<file path="config.mk">
export PLATFORM = sky130hd
export DESIGN_NAME = stack_unit
export DESIGN_NICKNAME = d
export VERILOG_FILES = /design/src/rtl/stack_unit.sv
export SDC_FILE = /design/constraint.sdc
export NUM_CORES = 1
export LEC_CHECK = 0
export CORE_ASPECT_RATIO = 0.8
export CORE_MARGIN = 1.5
export CORE_UTILIZATION = 45
export DETAILED_ROUTE_END_ITERATION = 10
export SKIP_LAST_GASP = 1
export SYNTH_ARGS = -nofsm -noshare
export SYNTH_HDL_FRONTEND = slang
export SYNTH_SLANG_ARGS = --single-unit
</file>
<file path="constraint.sdc">
create_clock -name clk -period 4.1 [get_ports clk]
set_clock_uncertainty 0.1 [all_clocks]
set_input_delay 1.025 -clock clk [delete_from_list [all_inputs] [get_ports clk]]
set_output_delay 1.025 -clock clk [all_outputs]
set_load 0.02 [all_outputs]
</file>
<file path="src/rtl/stack_unit.sv">
// LIFO operand stack fed by the stack-machine controller's push/pop/tos/mtos strobes.
// Optional macro STACK_ERR_CLR_EN adds an err_clr input that clears the sticky flags.
module stack_unit #(
    parameter int unsigned WIDTH = 8,
    parameter int unsigned DEPTH = 16,
    localparam int unsigned SPW  = $clog2(DEPTH) + 1
) (
    input  logic             clk,
    input  logic             rst,
    input  logic             push,
    input  logic             pop,
    input  logic             tos,
    input  logic             mtos,
    input  logic [WIDTH-1:0] mem_data,
    input  logic [WIDTH-1:0] alu_data,
`ifdef STACK_ERR_CLR_EN
    input  logic             err_clr,
`endif
    output logic [WIDTH-1:0] stack_out,
    output logic [SPW-1:0]   sp,
    output logic             empty,
    output logic             full,
    output logic             overflow,
    output logic             underflow
);

    logic [WIDTH-1:0] mem [DEPTH];

    logic [SPW-1:0]   sp_q, sp_d, sp_minus;
    logic [WIDTH-1:0] out_q, out_d;
    logic             ovf_q, ovf_d, unf_q, unf_d;
    logic             we;
    logic [SPW-2:0]   waddr, top_idx;
    logic [WIDTH-1:0] push_data;

    assign push_data = mtos ? mem_data : alu_data;
    assign sp_minus  = sp_q - SPW'(1);
    assign top_idx   = sp_minus[SPW-2:0];

    assign empty     = (sp_q == '0);
    assign full      = (sp_q == SPW'(DEPTH));
    assign sp        = sp_q;
    assign stack_out = out_q;
    assign overflow  = ovf_q;
    assign underflow = unf_q;

    always_comb begin
        sp_d  = sp_q;
        out_d = out_q;
        ovf_d = ovf_q;
        unf_d = unf_q;
        we    = 1'b0;
        waddr = sp_q[SPW-2:0];
`ifdef STACK_ERR_CLR_EN
        // A fresh error below re-sets the flag, so it wins over the clear.
        if (err_clr) begin
            ovf_d = 1'b0;
            unf_d = 1'b0;
        end
`endif
        if (push && pop) begin
            if (!empty) begin
                out_d = mem[top_idx];
                we    = 1'b1;
                waddr = top_idx;
            end else begin
                // Nothing to replace: degrade to a plain push, flag the bad pop.
                we    = 1'b1;
                sp_d  = sp_q + SPW'(1);
                unf_d = 1'b1;
            end
        end else if (push) begin
            if (!full) begin
                we   = 1'b1;
                sp_d = sp_q + SPW'(1);
            end else begin
                ovf_d = 1'b1;
            end
        end else if (pop) begin
            if (!empty) begin
                out_d = mem[top_idx];
                sp_d  = sp_minus;
            end else begin
                unf_d = 1'b1;
            end
        end else if (tos) begin
            if (!empty) begin
                out_d = mem[top_idx];
            end else begin
                unf_d = 1'b1;
            end
        end
    end

    always_ff @(posedge clk) begin
        if (rst) begin
            sp_q  <= '0;
            out_q <= '0;
            ovf_q <= 1'b0;
            unf_q <= 1'b0;
        end else begin
            sp_q  <= sp_d;
            out_q <= out_d;
            ovf_q <= ovf_d;
            unf_q <= unf_d;
        end
    end

    // Array is deliberately not cleared by reset; reset only blocks the write.
    always_ff @(posedge clk) begin
        if (we && !rst) begin
            mem[waddr] <= push_data;
        end
    end

endmodule

</file>
# Word-level counts from Yosys, hierarchy flattened
# Memories as Yosys holds them, arrays and structs flattened.
# Index checks and enable logic that the tools add are counted.
[word_totals]
n_memories = 1
word_cells = 46
ram_bits = 128
latchBits = 0
output_inout_bits = 17
rom_bits = 0
ff_bits = 15
[classes]
n_div = 0
multipliers = 0
n_reduce_logical = 9
shift = 0
n_mux = 24
n_lt_le_gt_ge = 0
add_sub_neg = 2
n_eq_ne = 5
bitwise_logic = 1
[mem_list]
columns = ["memory", "depth", "width", "rd", "rd_clocked_by_memory_dff", "wr", "line", "source"]
rows = [
  ["mem", 16, 8, 1, 0, 1, "27", "logic [WIDTH-1:0] mem [DEPTH];"],
]
[ops]
columns = ["operator", "n"]
rows = [
  ["$mux 8", 6],
  ["$mux 5", 6],
  ["$mux 1", 10],
  ["$mux 4", 2],
  ["$ne 3x2->1 const B", 2],
  ["$reduce_bool 3->1", 2],
  ["$add 5x1->5 const B", 1],
  ["$eq 5x5->1 const B", 1],
  ["$logic_not 5->1", 1],
  ["$sub 5x1->5 const B", 1],
  ["$reduce_and 4->1", 1],
  ["$reduce_and 3->1", 1],
  ["$logic_and 1x1->1", 2],
  ["$ne 2x1->1 const B", 1],
  ["$ne 2x2->1 const B", 1],
  ["$reduce_and 2->1", 1],
  ["$logic_not 1->1", 1],
  ["$not 1->1", 1],
]

# Depth between registers and ports, before layout
[depth]
depth_word = 7
ltp_mapped = 11
ltp_nobuf = 7

# Worst setup path before layout
# OpenSTA, ideal clock, no wires.
[synth_timing]
path_kind = "register to register"
startpoint = "reg sp_q[0] (netlist: sp[0])"
endpoint = "mem mem[14][0] (enable)"
setup_slack_ns = 0.477
arrival_ns = 3.140
path_stages_with_launch = 11
n_path_buf = 4
period_less_slack_ns = 3.623
cell_sequence = "dfxtp_1 > buf_2 > buf_2 > inv_2 > clkbuf_1 > ha_1 > nor4bb_1 > and2_1 > or4_1 > clkbuf_1 > nor3_1"
[synth_between]
elab_chain_cells = 7
elab_cells_between_ends = 11
classes_between = "add/sub (1); eq/ne (1); mux (7); reduce/logical (2)"
[synth_rtl]
columns = ["element", "line", "source"]
rows = [
  ["start, declared", "29", "logic [SPW-1:0] sp_q, sp_d, sp_minus;"],
  ["start signal, assigned", "102", "sp_q <= sp_d;"],
  ["$eq 5x5->1", "41", "assign full = (sp_q == SPW'(DEPTH));"],
  ["via full", "22", "output logic full,"],
  ["$mux 1", "73", "if (!full) begin"],
  ["$mux 1", "72", "end else if (push) begin"],
  ["$mux 1", "61", "if (push && pop) begin"],
  ["$logic_and 1x1->1", "111", "if (we && !rst) begin"],
  ["$mux 1", "111", ""],
  ["$mux 1 (implied by the code)", "112", "mem[waddr] <= push_data;"],
  ["end, declared", "27", ""],
]
# The timed path passes the listed nets, and every way through them passes these cells.

# Final worst setup path
[layout_timing]
startpoint = "reg sp_q[0] (netlist: sp[0])"
endpoint = "out empty"
[layout_between]
elab_chain_cells = 1
[layout_rtl]
columns = ["element", "line", "source"]
rows = [
  ["$logic_not 5->1", "40", "assign empty = (sp_q == '0);"],
  ["end, declared", "21", "output logic empty,"],
]
# No other way between the ends.

==> results.txt <==
minimum clock period: 3.59 ns
vias in the first global route: 3315
core box area: 12900 um2
final slew viol count: 0
PnR worst setup slack: 0.506 ns
Critical Path AT: 2.47 ns
Routed Antenna Nets: 0
syn avg cell area: 18.6 um2
TritonCTS Buffers: 17
aggregate routed wire length: 12700 um
Synth Area in Adders: 0.634%
Max VDD drop: 0.000339 V
simple-gate area share of the yosys netlist: 5.34%
Leakage: 2.32 nW
post-CTS setup buffers: 0
post-route cell area: 7080 um2
worst min path class: register to register
syn_nets: 343
clk sink count: 143
hold path start: underflow$_SDFFE_PP0P_
first-pass GRT wire length: 19800 um
max-capacitance violation count: 0
PortBufs: 38
vias per cell: 5.76
clock slew at reported path FFs: 0.06 ns
Hold Path Stages: 2
post-route DRC violation count: 0
Die Area: 13900 um2
relative slew slack: 45.4%
kind of critical path: register to output pin
crit-path max FO: 14
top cell type by total area after synthesis: edfxtp_1
hold endpoint: underflow$_SDFFE_PP0P_
dpl ws: 0.625 ns
H-tree levels: 4
synth unique cells: 40
unrepaired setup endpoints after global routing: false
Crit-path slowest cell: clkdlybuf4s50_1
setup violators final: 0
area grow syn2layout: 19.5%
dpl cell area: 6570 um2
register area share after synthesis: 69.9%
antenna violations before repair: 0
Synth warnings: 0
CP Capture Type: output pin
Initial Util: 46.0%
Root Buffer: clkbuf_16
cell area after synthesis: 5920 um2
worst path cell trace: inv_2 -> ha_1 -> or4b_4 -> clkinv_2 -> clkdlybuf4s50_1
largest net degree at the start of global routing: 27
synthesized flop and latch total: 143
post_cts resized: 0
Final Cycle Share: 87.6%
maximum clock insertion buffer count: 2
GRT Total Usage: 20.1%
status: finished, final reports clean
layout cells sized above 1: 26.0%
Peak Freq: 278 MHz
post-synthesis mux area share: 17.1%
r2r endpoint: stack_out[6]$_SDFFE_PP0P_
r2r setup slk: 1.23 ns
slowest stage delay, CP: 0.62 ns
CP Launch Type: register
CTS tree: yes
PwrDens: 716 nW/um2
GP Congestion: 0.776
Clock Latency Late Sink: 0.42 ns
Mapped Cells: 318
Vert. Die Dim: 106 um
per-cell routed wire length: 22.4 um
post-synthesis xor/xnor area fraction: 1.06%
GR Overflow Total: 0
router iterations before antenna repair: 5
combinational family with the most area after synthesis: multiplexers
Antenna Cells: 0
WP data required: 2.97 ns
share of the synthesized area in the top cell type: 64.9%
final worst hold slack: 0.368 ns
complex-gate fraction of the synthesized area: 3.91%
Synth area leaders: edfxtp_1 (65%), mux4_2 (12%), dfxtp_1 (5.1%), mux2_2 (3.0%), nor3_1 (2.0%)
R2R cell count: 6
via count: 3267
hpwl dp: 8140 um
fin nets: 404
initial DRC count: 279
die width: 131 um
Tot Pwr: 5.07 mW
Sum Neg Setup Slack: 0 ns
Site Rows: 37
worst-margin pin slew: 0.819 ns
Reg2Reg Launch Point: sp[1]$_SDFFE_PP0P_
# IOs: 39
final hold violation count: 0
Post-CTS Hold Buffers: 0
-- layer usage --
metal  GRT usage [%]  routed length (um)
met5               0                   0
met4            7.62                 162
met3            5.58                 794
met2            27.5                5370
met1            30.4                6380
-- cell usage in the layout, fill, tap and decap left out, types with 4 or more instances in the layout --
master / count
a21oi_1: 12
a221o_1: 8
buf_4: 20
clkbuf_16: 17
clkdlybuf4s50_1: 38
clkinv_1: 4
clkinv_2: 4
dfxtp_1: 15
edfxtp_1: 128
mux2_2: 16
mux2i_1: 11
mux4_2: 32
nand2_1: 4
nor2_1: 4
nor3_1: 24
nor4_1: 4
or4_1: 4
-- worst max path at each step --
stage | start | endpoint | depth (start not counted) | slack (ns)
global route | sp[0]$_SDFFE_PP0P_ | full | 4 | 0.41
detailed placement | pop | mem[4][5]$_DFFE_PP_ | 6 | 0.63
global placement | pop | mem[4][5]$_DFFE_PP_ | 6 | 0.64
finish | sp[0]$_SDFFE_PP0P_ | empty | 5 | 0.51
CTS | sp[0]$_SDFFE_PP0P_ | empty | 5 | 0.47
floorplan | sp[0]$_SDFFE_PP0P_ | mem[14][0]$_DFFE_PP_ | 10 | 0.48
-- cell usage after synthesis (all sizes together) --
master and number:
dfxtp 15, nor4b 1, mux2i 11, a22oi 1
and2 2, a41oi 1, clkbuf 5, nor4bb 1
a211o 1, or3 2, mux2 16, clkinv 1
nor3 25, o31ai 3, nor3b 1, or4b 1
mux4 32, or4 4, nor2 5, inv 4
buf 11, and3 2, a31oi 3, o21ai 4
nor4 4, nand2 4, nand2b 2, edfxtp 128
a21oi 12, xor2 4, xnor2 1, a221o 8
ha 3
-- per-stage QoR --
stage,std cells,utilization (%)
floorplan,318,-
global placement,535,51.1
detailed placement,535,51.1
CTS,567,55.0
global route,567,55.0
finish,567,55.0
-- worst max-delay path, delay by kind of cell, from the launching register on --
family / cells / cell delay, ns
flops: 1 / 0.32
buf+inv: 3 / 0.99
simple gates: 1 / 0.51
fa+ha+maj: 1 / 0.23
-- registers in the layout, indices dropped and copies added, names as in the netlist --
signal / cells
sp: 5
mem: 128
stack_out: 8
underflow: 1
overflow: 1
-- cells by family (layout without fill, tap and decap cells) --
kind of cell	Yosys count	in the layout
buffers and inverters	21	95
AOI/OAI and AO/OA	33	33
xor gates and xnor gates	5	5
and+or+nand+nor	54	54
DFF	143	143
adders and majority gates	3	3
muxes	59	59
-- area by class of cell --
cell class	instances	area, um2
timing repair buffer	58	531
inverter	5	20.0
fill	1011	5790
sequential	143	4140
multi-input combinational	154	1660
clock buffer	20	437
clock inverter	12	71.3
tap	175	219
-- where the power goes --
part           switching [mW]  total (mW)  internal, mW
logic                    1.05        1.95         0.896
clock network           0.567        1.33         0.762
registers              0.0793        1.79          1.71
No activity file was read; power rests on OpenSTA's default activity.
